## config.mk

```make
export PLATFORM = sky130hd
export DESIGN_NAME = requant_pipe_flat
export DESIGN_NICKNAME = d
export VERILOG_FILES = /design/src/rtl/requant_pipe_if.sv /design/src/rtl/requant_pipe.sv /design/src/flat_wrapper.sv
export SDC_FILE = /design/constraint.sdc
export NUM_CORES = 1
export LEC_CHECK = 0
export ABC_AREA = 1
export CAP_MARGIN = 25
export CORE_MARGIN = 8
export CORE_UTILIZATION = 59
export CTS_BUF_LIST = sky130_fd_sc_hd__clkbuf_2 sky130_fd_sc_hd__clkbuf_4 sky130_fd_sc_hd__clkbuf_8
export DETAILED_ROUTE_END_ITERATION = 12
export GPL_TIMING_DRIVEN = 0
export PLACE_DENSITY_LB_ADDON = 0.12
export RECOVER_POWER = 100
export SYNTH_ARGS = -nofsm -noshare
export SYNTH_HDL_FRONTEND = slang
export SYNTH_SLANG_ARGS = --single-unit
```

## constraint.sdc

```tcl
create_clock -name clk -period 6.3 [get_ports clk]
set_clock_uncertainty 0.1 [all_clocks]
set_input_delay 0.63 -clock clk [delete_from_list [all_inputs] [get_ports clk]]
set_output_delay 0.63 -clock clk [all_outputs]
set_load 0.005 [all_outputs]
```

## src/rtl/requant_pipe_if.sv

```systemverilog
// Stream interface for requant_pipe.
// Carries the accumulator input stream (valid/ready/data/last) and the
// quantised output stream (valid/ready/data/channel/saturation flag).
//   master : producer of input samples and consumer of outputs
//   slave  : the requantiser itself
interface requant_pipe_if #(
    parameter int ACC_W = 15,
    parameter int OUT_W = 4,
    parameter int CH_W  = 2
);
    logic             in_valid;
    logic             in_ready;
    logic [ACC_W-1:0] in_data;
    logic             in_last;
    logic             out_valid;
    logic             out_ready;
    logic [OUT_W-1:0] out_data;
    logic [CH_W-1:0]  out_ch;
    logic             out_sat;

    modport master (
        output in_valid, in_data, in_last, out_ready,
        input  in_ready, out_valid, out_data, out_ch, out_sat
    );

    modport slave (
        input  in_valid, in_data, in_last, out_ready,
        output in_ready, out_valid, out_data, out_ch, out_sat
    );
endinterface

```

## src/rtl/requant_pipe.sv

```systemverilog
// Per-channel requantiser: maps signed accumulator samples to unsigned
// OUT_W activations, q = clamp(round(acc*scale >> shift) + zp, 0, 2^OUT_W-1).
// Three register stages (product, rounded shift, offset+clamp) that all
// advance together when the output slot is free or being consumed.
// Ports:
//   clk, rst       clock (rising edge), asynchronous active-high reset
//   cfg_*_i        per-channel config table write port (scale, shift, zp)
//   sat_clr_i      synchronous clear of the saturation counter
//   sat_cnt_o      saturating count of emitted samples that were clamped
//   bus            stream interface (slave side): input samples and outputs
module requant_pipe #(
    parameter int  ACC_W   = 15,
    parameter int  SCALE_W = 16,
    parameter int  SHIFT_W = 4,
    parameter int  OUT_W   = 4,
    parameter int  NUM_CH  = 4,
    parameter int  CNT_W   = 16,
    localparam int CH_W    = (NUM_CH > 1) ? $clog2(NUM_CH) : 1
) (
    input  logic               clk,
    input  logic               rst,
    input  logic               cfg_we_i,
    input  logic [CH_W-1:0]    cfg_ch_i,
    input  logic [SCALE_W-1:0] cfg_scale_i,
    input  logic [SHIFT_W-1:0] cfg_shift_i,
    input  logic [OUT_W-1:0]   cfg_zp_i,
    input  logic               sat_clr_i,
    output logic [CNT_W-1:0]   sat_cnt_o,
    requant_pipe_if.slave      bus
);
    localparam int P_W = ACC_W + SCALE_W;  // exact product width
    localparam int R_W = P_W + 1;          // product plus rounding constant
    localparam int V_W = R_W + 1;          // rounded value plus zero point

    // Config table
    logic signed [SCALE_W-1:0] scale_q [NUM_CH];
    logic        [SHIFT_W-1:0] shift_q [NUM_CH];
    logic        [OUT_W-1:0]   zp_q    [NUM_CH];

    // Channel counter
    logic [CH_W-1:0] ch_q;
    logic [CH_W-1:0] ch_d;

    // Stage 1: product and the parameters the sample carries along
    logic                      s1_valid_q;
    logic [CH_W-1:0]           s1_ch_q;
    logic signed [P_W-1:0]     s1_p_q;
    logic signed [P_W-1:0]     s1_p_d;
    logic [SHIFT_W-1:0]        s1_shift_q;
    logic [OUT_W-1:0]          s1_zp_q;

    // Stage 2: rounded, shifted value
    logic                      s2_valid_q;
    logic [CH_W-1:0]           s2_ch_q;
    logic signed [R_W-1:0]     s2_r_q;
    logic signed [R_W-1:0]     s2_r_d;
    logic [OUT_W-1:0]          s2_zp_q;

    // Stage 3: output registers
    logic                      out_valid_q;
    logic [OUT_W-1:0]          out_data_q;
    logic [OUT_W-1:0]          out_data_d;
    logic [CH_W-1:0]           out_ch_q;
    logic                      out_sat_q;
    logic                      out_sat_d;

    logic [CNT_W-1:0]          sat_cnt_q;
    logic [CNT_W-1:0]          sat_cnt_d;

    logic                      adv_s;
    logic                      acc_s;
    logic                      cfg_hit_s;
    logic signed [P_W-1:0]     mul_a_s;
    logic signed [P_W-1:0]     mul_b_s;
    logic signed [R_W-1:0]     rnd_s;
    logic signed [R_W-1:0]     sum_s;
    logic signed [V_W-1:0]     v_s;

    // Flow control, channel sequencing and saturation counter next state.
    always_comb begin
        adv_s     = !out_valid_q || bus.out_ready;
        acc_s     = bus.in_valid && adv_s;
        cfg_hit_s = cfg_we_i && ({1'b0, cfg_ch_i} < (CH_W+1)'(NUM_CH));

        ch_d = ch_q;
        if (acc_s) begin
            if (bus.in_last || (ch_q == CH_W'(NUM_CH - 1))) begin
                ch_d = '0;
            end else begin
                ch_d = ch_q + {{(CH_W-1){1'b0}}, 1'b1};
            end
        end else begin
            ch_d = ch_q;
        end

        sat_cnt_d = sat_cnt_q;
        if (sat_clr_i) begin
            sat_cnt_d = '0;
        end else if (out_valid_q && bus.out_ready && out_sat_q
                     && (sat_cnt_q != {CNT_W{1'b1}})) begin
            sat_cnt_d = sat_cnt_q + {{(CNT_W-1){1'b0}}, 1'b1};
        end else begin
            sat_cnt_d = sat_cnt_q;
        end
    end

    // Datapath: multiply, round-half-up arithmetic shift, offset and clamp.
    always_comb begin
        // Table read happens before this edge's write lands, so a same-cycle
        // write to the accepted sample's channel is not seen by that sample.
        mul_a_s = P_W'($signed(bus.in_data));
        mul_b_s = P_W'(scale_q[ch_q]);
        s1_p_d  = mul_a_s * mul_b_s;

        rnd_s = '0;
        if (s1_shift_q != '0) begin
            rnd_s = {{(R_W-1){1'b0}}, 1'b1} << (s1_shift_q - {{(SHIFT_W-1){1'b0}}, 1'b1});
        end else begin
            rnd_s = '0;
        end
        sum_s  = R_W'(s1_p_q) + rnd_s;
        s2_r_d = sum_s >>> s1_shift_q;

        v_s        = V_W'(s2_r_q) + $signed({{(V_W-OUT_W){1'b0}}, s2_zp_q});
        out_data_d = '0;
        out_sat_d  = 1'b0;
        if (v_s[V_W-1]) begin
            out_data_d = '0;
            out_sat_d  = 1'b1;
        end else if (|v_s[V_W-2:OUT_W]) begin
            out_data_d = '1;
            out_sat_d  = 1'b1;
        end else begin
            out_data_d = v_s[OUT_W-1:0];
            out_sat_d  = 1'b0;
        end
    end

    // Config table storage; defaults are identity scaling with no offset.
    always_ff @(posedge clk or posedge rst) begin
        if (rst) begin
            for (int i = 0; i < NUM_CH; i++) begin
                scale_q[i] <= SCALE_W'(1);
                shift_q[i] <= '0;
                zp_q[i]    <= '0;
            end
        end else if (cfg_hit_s) begin
            scale_q[cfg_ch_i] <= cfg_scale_i;
            shift_q[cfg_ch_i] <= cfg_shift_i;
            zp_q[cfg_ch_i]    <= cfg_zp_i;
        end
    end

    // Pipeline stages, channel counter and saturation counter.
    always_ff @(posedge clk or posedge rst) begin
        if (rst) begin
            ch_q        <= '0;
            sat_cnt_q   <= '0;
            s1_valid_q  <= 1'b0;
            s1_ch_q     <= '0;
            s1_p_q      <= '0;
            s1_shift_q  <= '0;
            s1_zp_q     <= '0;
            s2_valid_q  <= 1'b0;
            s2_ch_q     <= '0;
            s2_r_q      <= '0;
            s2_zp_q     <= '0;
            out_valid_q <= 1'b0;
            out_data_q  <= '0;
            out_ch_q    <= '0;
            out_sat_q   <= 1'b0;
        end else begin
            ch_q      <= ch_d;
            sat_cnt_q <= sat_cnt_d;
            // Whole pipe moves as one; a stalled output freezes every stage.
            if (adv_s) begin
                s1_valid_q  <= acc_s;
                s1_ch_q     <= ch_q;
                s1_p_q      <= s1_p_d;
                s1_shift_q  <= shift_q[ch_q];
                s1_zp_q     <= zp_q[ch_q];
                s2_valid_q  <= s1_valid_q;
                s2_ch_q     <= s1_ch_q;
                s2_r_q      <= s2_r_d;
                s2_zp_q     <= s1_zp_q;
                out_valid_q <= s2_valid_q;
                out_data_q  <= out_data_d;
                out_ch_q    <= s2_ch_q;
                out_sat_q   <= out_sat_d;
            end
        end
    end

    assign bus.in_ready  = adv_s;
    assign bus.out_valid = out_valid_q;
    assign bus.out_data  = out_data_q;
    assign bus.out_ch    = out_ch_q;
    assign bus.out_sat   = out_sat_q;
    assign sat_cnt_o     = sat_cnt_q;
endmodule

```

## src/flat_wrapper.sv

```systemverilog
// flat-port wrapper written by rule: the top's interface ports become plain ports
module requant_pipe_flat 
#(
    parameter int  ACC_W   = 15,
    parameter int  SCALE_W = 16,
    parameter int  SHIFT_W = 4,
    parameter int  OUT_W   = 4,
    parameter int  NUM_CH  = 4,
    parameter int  CNT_W   = 16,
    localparam int CH_W    = (NUM_CH > 1) ? $clog2(NUM_CH) : 1
)
  (clk, rst, cfg_we_i, cfg_ch_i, cfg_scale_i, cfg_shift_i, cfg_zp_i, sat_clr_i, sat_cnt_o, bus_in_valid, bus_in_data, bus_in_last, bus_out_ready, bus_in_ready, bus_out_valid, bus_out_data, bus_out_ch, bus_out_sat);
  requant_pipe_if #(.ACC_W(ACC_W), .OUT_W(OUT_W), .CH_W(2)) bus_i ();
  input  logic clk;
  input  logic rst;
  input  logic cfg_we_i;
  input  logic [CH_W-1:0] cfg_ch_i;
  input  logic [SCALE_W-1:0] cfg_scale_i;
  input  logic [SHIFT_W-1:0] cfg_shift_i;
  input  logic [OUT_W-1:0] cfg_zp_i;
  input  logic sat_clr_i;
  output logic [CNT_W-1:0] sat_cnt_o;
  input wire logic [$bits(bus_i.in_valid)-1:0] bus_in_valid;
  input wire logic [$bits(bus_i.in_data)-1:0] bus_in_data;
  input wire logic [$bits(bus_i.in_last)-1:0] bus_in_last;
  input wire logic [$bits(bus_i.out_ready)-1:0] bus_out_ready;
  output wire logic [$bits(bus_i.in_ready)-1:0] bus_in_ready;
  output wire logic [$bits(bus_i.out_valid)-1:0] bus_out_valid;
  output wire logic [$bits(bus_i.out_data)-1:0] bus_out_data;
  output wire logic [$bits(bus_i.out_ch)-1:0] bus_out_ch;
  output wire logic [$bits(bus_i.out_sat)-1:0] bus_out_sat;
  assign bus_i.in_valid = bus_in_valid;
  assign bus_i.in_data = bus_in_data;
  assign bus_i.in_last = bus_in_last;
  assign bus_i.out_ready = bus_out_ready;
  assign bus_in_ready = bus_i.in_ready;
  assign bus_out_valid = bus_i.out_valid;
  assign bus_out_data = bus_i.out_data;
  assign bus_out_ch = bus_i.out_ch;
  assign bus_out_sat = bus_i.out_sat;
  requant_pipe #(.ACC_W(ACC_W), .SCALE_W(SCALE_W), .SHIFT_W(SHIFT_W), .OUT_W(OUT_W), .NUM_CH(NUM_CH), .CNT_W(CNT_W)) u_core (.clk(clk), .rst(rst), .cfg_we_i(cfg_we_i), .cfg_ch_i(cfg_ch_i), .cfg_scale_i(cfg_scale_i), .cfg_shift_i(cfg_shift_i), .cfg_zp_i(cfg_zp_i), .sat_clr_i(sat_clr_i), .sat_cnt_o(sat_cnt_o), .bus(bus_i));
endmodule
```

==> impl_metrics.py, run 1 <==
metrics = {
    "global_route": {
        "grt_pass1_wl_um": 111000,
        "grt_pass1_vias": 21100,
        "grt_util_all_layers": 0.321,
        "grt_overflow_total": 0,
        "antenna_found_initial": 0,
        "grt_max_degree": 132,
    },
    "clock_network": {
        "insertion_delay_ps": 590,
        "ctsHtreeMaxLevel": 2,
        "cts_inserted_buffers": 38,
        "cts_tree": "built",
        "cts_hold_buf": 0,
        "cts_root_buf": "clkbuf_8",
        "cts_sinks": 203,
        "clk_path_buf_depth": 3,
        "path_clk_slew_ps": 60,
    },
    "critical_path": {
        "critPathSlowestCell": "fa_2",
        "critPathMaxStageDelay_ps": 630,
        "r2r_slack_ps": -180,
        "crit_path_max_fanout": 6,
        "arrival_ps": 6830,
        "crit_required_ps": 6650,
        "critPathKind": "flip-flop to flip-flop",
        "worst_path_most_repeated_cell": "fa_1",
        "start_kind": "flip-flop",
        "critPathCaptureType": "flip-flop",
    },
    "route": {
        "drt_iter0_drc": 1916,
        "vias": 20600,
        "viasPerCell": 5.74,
        "met1_length_um": 27600,
        "postRouteAntennaNets": 0,
        "wl_met2_um": 33200,
        "dr.pass1.iters": 6,
        "highest_layer": "met4",
        "wl_met3_um": 4580,
        "wl_um": 69300,
        "route.detailed.drc": 0,
        "wl_per_cell_um": 19.3,
    },
    "sta": {
        "hold_violations": 0,
        "period_share": 1.03,
        "fmax_ghz": 0.154,
        "rsz0062_at_grt": "yes",
        "relSlewSlack": -1.13,
        "fin_crit_ps": 6480,
        "fin_ws_ps": -185,
        "worstMarginPinSlew_ps": 3180,
        "slew_violations": 206,
        "fin_hold_ws_ps": 358,
        "setup_violations": 11,
    },
    "logic_synthesis": {
        "synth_flop_cell": "dfrtp_1",
        "postSynthAreaPerCell_um2": 7.40,
        "async_flop_share": 1.00,
        "syn_inst": 2922,
        "synthAdderAreaFrac": 0.282,
        "synth_cell_type_count": 56,
        "syn_area_um2": 21600,
        "muxShareOfSynthArea": 0,
        "yosys.area_share.simple": 0.275,
        "synth_xor_area_frac": 0.0194,
        "ys_seq_area_frac": 0.235,
        "synth_top_family_by_area": "adder cells",
        "yosysWarnings": 0,
        "synth_edf_count": 0,
        "synth_compound_area_frac": 0.0778,
        "ys_seq_elements": 203,
        "syn_nets": 3315,
    },
    "floorplan": {
        "start_util": 0.595,
        "core.rowCount": 70,
        "core_area_um2": 36300,
        "die_h_um": 207,
        "die_w_um": 207,
        "pin_count": 73,
        "dieArea_um2": 43000,
    },
    "final_layout": {
        "final_common_cell": "nand2_1",
        "drive_above_1_share": 0.120,
        "seq_area_um2": 5090,
        "nets": 3486,
        "syn_to_final_growth_pct": 16.5,
        "antenna_cells": 0,
        "fill_cells": 2996,
        "final_cell_mix": "nand2_1 (668), inv_1 (496), nand3_1 (293)",
        "multi_input_area_um2": 14900,
    },
    "place": {
        "gp_congestion": 1.01,
        "dp_hpwl_um": 53900,
        "port_buffers": 69,
    },
    "job": {
        "drv_cap": 2,
    },
    "worst_hold_path": {
        "worstHoldPathType": "flip-flop to flip-flop",
    },
    "outcome": {
        "outcome": "finished with violations",
        "violations": "capacitance limit, slew limit, setup timing",
    },
}
[routing by layer]
layer,vias up,global-route usage
li1,9478,-
met1,9956,0.402
met2,921,0.543
met3,240,0.0397
met4,0,0.164
met5,-,0
[cells in the mapped netlist, types with 8 or more instances]
library cell	count	area (um2)
a21oi_1	62	310
o21ai_0	187	936
nand2_2	8	50.1
ha_1	108	1350
or2_2	13	81.3
nand4_1	30	188
clkbuf_1	73	274
inv_1	523	1960
dfrtp_1	199	4980
buf_1	12	45.0
fa_1	237	4740
clkinv_1	10	37.5
nor2_1	251	942
xor2_1	28	245
nand3_1	316	1580
nand2_1	703	2640
a31oi_1	9	56.3
nor3_1	29	145
o211ai_1	13	97.6
o22ai_1	8	50.1
xnor2_1	18	158
[registers in the layout, indices dropped and copies added (netlist names), 4 cells and up]
| name | count |
|---|---|
| u_core.zp_q | 16 |
| u_core.shift_q | 16 |
| u_core.s2_zp_q | 4 |
| u_core.s2_r_q | 32 |
| u_core.sat_cnt_o | 16 |
| u_core.s1_shift_q | 4 |
| u_core.scale_q | 64 |
| u_core.s1_p_q | 31 |
| u_core.bus.out_data | 4 |
| u_core.s1_zp_q | 4 |
[worst paths after layout]
path                                   start                   end  cells after the start
min                        u_core.s2_valid_q  u_core.bus.out_valid                      2
max                           u_core.ch_q[0]     u_core.s1_p_q[29]                     28
max reg2reg                   u_core.ch_q[0]     u_core.s1_p_q[29]                     28
max in group asynchronous                rst        u_core.ch_q[0]                      3
min reg2reg                u_core.s2_valid_q  u_core.bus.out_valid                      2
min in group asynchronous                rst       u_core.zp_q[14]                      2
[final cells by class]
cell class,count,area share
multi-input combinational,2089,0.591
buffer,92,0.0215
clock buffer,56,0.0281
tap,468,0.0232
timing repair buffer,132,0.0481
sequential,203,0.202
clock inverter,12,0.00308
inverter,537,0.0828
[stage by stage]
stage          utilization  area, um2  cells  setup WS, ps  TNS [ps]
2_1_floorplan            -      21700   2922          2.60         0
3_3_place_gp         0.631      22900   3459         -2470   -511360
3_5_place_dp         0.632      23000   3460         -1400    -23050
4_1_cts              0.688      25000   3573         -42.9      -157
5_1_grt              0.693      25200   3589          -325     -3540
6_report             0.693      25200   3589          -185     -1320
[repair_timing]
action	in CTS	in global routing
setup buffers	41	16
gates cloned	5	0
endpoints found under the setup margin	22	18
pin swaps	84	37
gates resized for setup	233	53
[cells by family (layout without fill, tap and decap cells)]
| kind of cell | Yosys count | after routing |
|---|---|---|
| AO/OA/AOI/OAI | 308 | 308 |
| buffers and inverters | 630 | 829 |
| adder cells (fa/ha/maj) | 345 | 345 |
| AND/OR/NAND/NOR | 1389 | 1389 |
| flip-flops | 203 | 203 |
| XOR/XNOR | 47 | 47 |
[critical path: cells and delay by family, from the launching register on]
family,cells,cell delay (ps)
AND/OR/NAND/NOR,8,950
AO/OA/AOI/OAI,5,650
flip-flops,1,490
buffers and inverters,8,860
adder cells (fa/ha/maj),7,3300
Power of run 1 is not shown: default switching activity piles up to over one toggle a cycle in this logic, so the estimate is an artifact.
==> run 2: changes to the inputs <==
--- a/config.mk
+++ b/config.mk
@@ -12,6 +12,7 @@
 export CTS_BUF_LIST = sky130_fd_sc_hd__clkbuf_2 sky130_fd_sc_hd__clkbuf_4 sky130_fd_sc_hd__clkbuf_8
 export DETAILED_ROUTE_END_ITERATION = 12
 export GPL_TIMING_DRIVEN = 0
+export MAX_ROUTING_LAYER = met4
 export PLACE_DENSITY_LB_ADDON = 0.12
 export RECOVER_POWER = 100
 export SYNTH_ARGS = -nofsm -noshare
==> run 2 against run 1 <==
Against the previous run:
- the flow still finishes with violations (capacitance limit, slew limit, setup timing)
- final cell count up 0.78%
- die area unchanged
- sequential share of layout area shrank 0.50 points
- global-route usage increased by 0.84 points
- maximum frequency shrank 1.1%
- routed wire length up 3.7%
- register-to-register slack got worse by 70 ps
- sequential cell count stayed put
- highest routed layer unchanged
==> impl_metrics.py, run 2 (same netlist as run 1, synthesis figures left out) <==
metrics = {
    "sta": {
        "fin_hold_ws_ps": 367,
        "setup_violations": 10,
        "fmax_ghz": 0.153,
        "relSlewSlack": -1.75,
        "worstMarginPinSlew_ps": 4100,
        "rsz0062_at_grt": "yes",
        "fin_ws_ps": -257,
        "hold_violations": 0,
        "slew_violations": 206,
        "period_share": 1.04,
        "tns_ps": -1460,
        "fin_crit_ps": 6560,
    },
    "critical_path": {
        "start_kind": "flip-flop",
        "critPathCaptureType": "flip-flop",
        "crit_required_ps": 6670,
        "crit_path_max_fanout": 6,
        "arrival_ps": 6920,
        "critPathSlowestCell": "fa_1",
        "worst_path_most_repeated_cell": "fa_1",
        "critPathKind": "flip-flop to flip-flop",
        "critPathMaxStageDelay_ps": 620,
    },
    "global_route": {
        "grt_pass1_wl_um": 111000,
        "grt_max_degree": 112,
        "antenna_found_initial": 0,
        "grt_util_all_layers": 0.330,
        "grt_overflow_total": 0,
        "grt_pass1_vias": 20900,
    },
    "clock_network": {
        "insertion_delay_ps": 610,
        "cts_inserted_buffers": 38,
        "clk_path_buf_depth": 3,
        "cts_root_buf": "clkbuf_8",
        "cts_hold_buf": 0,
        "ctsHtreeMaxLevel": 2,
        "cts_sinks": 203,
        "path_clk_slew_ps": 60,
        "cts_tree": "built",
    },
    "place": {
        "dp.cells": 3460,
        "port_buffers": 69,
        "gp_congestion": 0.993,
        "dp_hpwl_um": 53700,
    },
    "floorplan": {
        "core.rowCount": 70,
        "die_w_um": 207,
        "die_h_um": 207,
        "dieArea_um2": 43000,
        "pin_count": 73,
        "core_area_um2": 36300,
        "start_util": 0.595,
    },
    "route": {
        "dr.pass1.iters": 6,
        "met1_length_um": 27800,
        "wl_met2_um": 34600,
        "route.detailed.drc": 0,
        "wl_um": 71800,
        "drt_iter0_drc": 2268,
        "viasPerCell": 5.85,
        "wl_per_cell_um": 19.9,
        "postRouteAntennaNets": 0,
        "wl_met3_um": 5560,
        "highest_layer": "met4",
        "vias": 21200,
    },
    "final_layout": {
        "nets": 3517,
        "antenna_cells": 0,
        "final_util": 0.711,
        "final_common_cell": "nand2_1",
        "syn_to_final_growth_pct": 19.5,
        "drive_above_1_share": 0.140,
        "regMostFlops": "u_core.scale_q",
        "largestRegisters": "u_core.scale_q: 64 flops, u_core.s2_r_q: 32 flops, u_core.s1_p_q: 31 flops",
        "finalNonFillerCells": 3617,
        "largest_reg_flops": 64,
        "final_cell_mix": "nand2_1 (659), inv_1 (489), nand3_1 (284)",
    },
    "outcome": {
        "violations": "capacitance limit, slew limit, setup timing",
        "outcome": "finished with violations",
    },
    "job": {
        "drv_cap": 2,
    },
    "worst_hold_path": {
        "worstHoldPathType": "flip-flop to flip-flop",
    },
}
-- run 2: per-stage QoR --
stage          setup slack [ps]  area, um2
4_1_cts                   -43.6      25100
2_1_floorplan              2.60      21700
6_report                   -257      25800
3_3_place_gp              -2410      22900
5_1_grt                    -386      25800
3_5_place_dp              -1530      23000
-- run 2: worst paths after layout --
| path | to | cells past startpoint | from | slack (ps) |
|---|---|---|---|---|
| setup reg to reg | u_core.s1_p_q[27] | 27 | u_core.ch_q[0] | -260 |
| max in group asynchronous | u_core.ch_q[0] | 3 | rst | 1390 |
| hold reg to reg | u_core.bus.out_valid | 2 | u_core.s2_valid_q | 370 |
| min in group asynchronous | u_core.sat_cnt_o[13] | 2 | rst | 1610 |
| hold / removal | u_core.bus.out_valid | 2 | u_core.s2_valid_q | 370 |
| setup / recovery | u_core.s1_p_q[27] | 27 | u_core.ch_q[0] | -260 |
-- run 2: cell type report --
| type | instances | area, um2 |
|---|---|---|
| multi-input combinational | 2089 | 15200 |
| inverter | 537 | 2110 |
| timing repair buffer | 164 | 1500 |
| buffer | 90 | 541 |
| timing repair inverter | 1 | 8.76 |
| fill | 2821 | 10500 |
| clock inverter | 11 | 153 |
| sequential | 203 | 5090 |
| tap | 468 | 586 |
| clock buffer | 54 | 674 |
-- run 2: what timing repair did --
action	CTS	global route
pin swaps	87	73
resized for setup	230	147
cloned	5	2
setup buffers	49	39
endpoints found under the setup margin	21	18
-- run 2: routing by layer --
metal  track usage  vias to the layer above
met5             -                        -
met4         0.149                        0
met3        0.0383                      247
met2         0.543                     1106
met1         0.406                    10300
li1              -                     9529
-- run 2: critical path: cells and delay by family (launching register included) --
kind,cells,cell delay [ps]
adders and majority gates,7,3380
AOI/OAI and AO/OA,5,790
and+or+nand+nor,7,950
buffers and inverters,8,730
DFF,1,490
Power of run 2 is left out for the same reason.
==> run 3: changes to the inputs <==
--- a/config.mk
+++ b/config.mk
@@ -11,6 +11,7 @@
 export CORE_UTILIZATION = 59
 export CTS_BUF_LIST = sky130_fd_sc_hd__clkbuf_2 sky130_fd_sc_hd__clkbuf_4 sky130_fd_sc_hd__clkbuf_8
 export DETAILED_ROUTE_END_ITERATION = 12
+export GPL_ROUTABILITY_DRIVEN = 0
 export GPL_TIMING_DRIVEN = 0
 export MAX_ROUTING_LAYER = met4
 export PLACE_DENSITY_LB_ADDON = 0.12
==> run 3 against run 2 <==
Against the previous run:
- the flow still finishes with violations (capacitance limit, slew limit, setup timing)
- cell area fell by 1.5%
- sequential share of layout area grew 0.29 points
- first-iteration DRC count increased by 4.9%
- worst setup slack got worse by 5.8 ps
- count of clock-buffer cells in the layout up 3
- highest routed layer unchanged
- register-to-register slack about the same
==> impl_metrics.py, run 3 (same netlist as run 1, synthesis figures left out) <==
metrics = {
    "floorplan": {
        "pin_count": 73,
        "die_w_um": 207,
        "die_h_um": 207,
        "start_util": 0.595,
        "core.rowCount": 70,
        "core_area_um2": 36300,
        "dieArea_um2": 43000,
    },
    "clock_network": {
        "clk_path_buf_depth": 3,
        "ctsHtreeMaxLevel": 2,
        "path_clk_slew_ps": 60,
        "cts_root_buf": "clkbuf_8",
        "insertion_delay_ps": 590,
        "cts_sinks": 203,
        "cts_inserted_buffers": 37,
        "cts_hold_buf": 0,
        "cts_tree": "built",
    },
    "sta": {
        "slew_violations": 101,
        "period_share": 1.04,
        "fin_crit_ps": 6560,
        "fmax_ghz": 0.152,
        "fin_ws_ps": -263,
        "fin_hold_ws_ps": 366,
        "setup_violations": 12,
        "hold_violations": 0,
        "rsz0062_at_grt": "yes",
        "tns_ps": -1830,
        "relSlewSlack": -1.48,
        "worstMarginPinSlew_ps": 3710,
    },
    "route": {
        "route.detailed.drc": 0,
        "dr.pass1.iters": 8,
        "viasPerCell": 5.85,
        "drt_iter0_drc": 2378,
        "wl_um": 67800,
        "wl_per_cell_um": 18.9,
        "vias": 21000,
        "postRouteAntennaNets": 0,
    },
    "final_layout": {
        "final_cell_mix": "nand2_1 (665), inv_1 (495), nand3_1 (291)",
        "seq_area_um2": 5090,
        "nets": 3483,
        "multi_input_area_um2": 15000,
        "largest_reg_flops": 64,
        "regMostFlops": "u_core.scale_q",
        "largestRegisters": "u_core.scale_q: 64 flops, u_core.s2_r_q: 32 flops, u_core.s1_p_q: 31 flops",
        "syn_to_final_growth_pct": 17.7,
        "drive_above_1_share": 0.120,
        "fill_cells": 2874,
        "final_common_cell": "nand2_1",
    },
    "critical_path": {
        "start_kind": "flip-flop",
        "path_delay_family": "adder cells",
        "critPathMaxStageDelay_ps": 550,
        "worst_path_most_repeated_cell": "fa_1",
        "critPathCaptureType": "flip-flop",
        "arrival_ps": 6910,
        "critPathSlowestCell": "fa_1",
        "crit_buf_inv": 8,
        "critPathKind": "flip-flop to flip-flop",
        "crit_path_max_fanout": 9,
        "crit_required_ps": 6650,
    },
    "global_route": {
        "grt_pass1_wl_um": 108000,
        "grt_max_degree": 105,
        "antenna_found_initial": 1,
        "grt_pass1_vias": 20900,
        "grt_overflow_total": 0,
        "grt_util_all_layers": 0.316,
    },
    "place": {
        "dp_hpwl_um": 51000,
        "port_buffers": 69,
    },
    "worst_hold_path": {
        "worstHoldPathType": "flip-flop to flip-flop",
    },
    "outcome": {
        "outcome": "finished with violations",
        "violations": "capacitance limit, slew limit, setup timing",
    },
    "job": {
        "drv_cap": 1,
    },
}
-- run 3: cell types whose count changed in the layout (fill, tap and decap cells not counted), sizes merged --
cell	previous run	this run
buf	115	79
bufinv	3	4
clkbuf	124	131
clkinv	15	12
diode	0	1
inv	527	526
-- run 3: what timing repair did --
action / CTS / global route
endpoints found under the hold margin: 0 / 0
endpoints found under the setup margin: 21 / 18
pin swaps: 64 / 82
resized for setup: 214 / 95
buffers inserted: 42 / 14
cloned: 5 / 0
-- run 3: area by class of cell --
class                   count  area share
diodes                      1   0.0000983
multi-input cells        2089       0.590
repair buffers            130      0.0481
plain buffers              92      0.0211
clock inverters             9     0.00604
clock buffers              57      0.0293
flip-flops and latches    203       0.200
inverters                 537      0.0825
well taps                 468      0.0230
-- run 3: path summary, 6_finish.rpt --
check / start / endpoint / slack [ps] / cells after the start
max in group asynchronous: rst / u_core.s2_r_q[15] / 1260 / 3
min reg2reg: u_core.s2_valid_q / u_core.bus.out_valid / 370 / 2
min in group asynchronous: rst / u_core.zp_q[15] / 1790 / 2
min: u_core.s2_valid_q / u_core.bus.out_valid / 370 / 2
max: u_core.ch_q[1] / u_core.s1_p_q[28] / -260 / 28
max reg2reg: u_core.ch_q[1] / u_core.s1_p_q[28] / -260 / 28
-- run 3: through the flow --
step | area, um2 | util | setup WS (ps) | cells
finish | 25500 | 0.700 | -263 | 3586
global route | 25500 | 0.700 | -428 | 3586
CTS | 25000 | 0.689 | -44.8 | 3572
detailed placement | 23000 | 0.632 | -1430 | 3460
global placement | 22900 | 0.631 | -2370 | 3459
floorplan | 21700 | - | 2.60 | 2922
-- run 3: metal layers --
layer	vias up	GRT usage	part of all wire
met5	-	-	0
met4	0	0.156	0.058
met3	288	0.0497	0.083
met2	1201	0.511	0.47
met1	10000	0.384	0.39
li1	9476	-	-
-- run 3: worst min-delay path: stages (launching register included) --
cell	delay [ps]
dfrtp_1	330
inv_1	40
nand2_1	60
Power of run 3 is left out for the same reason.
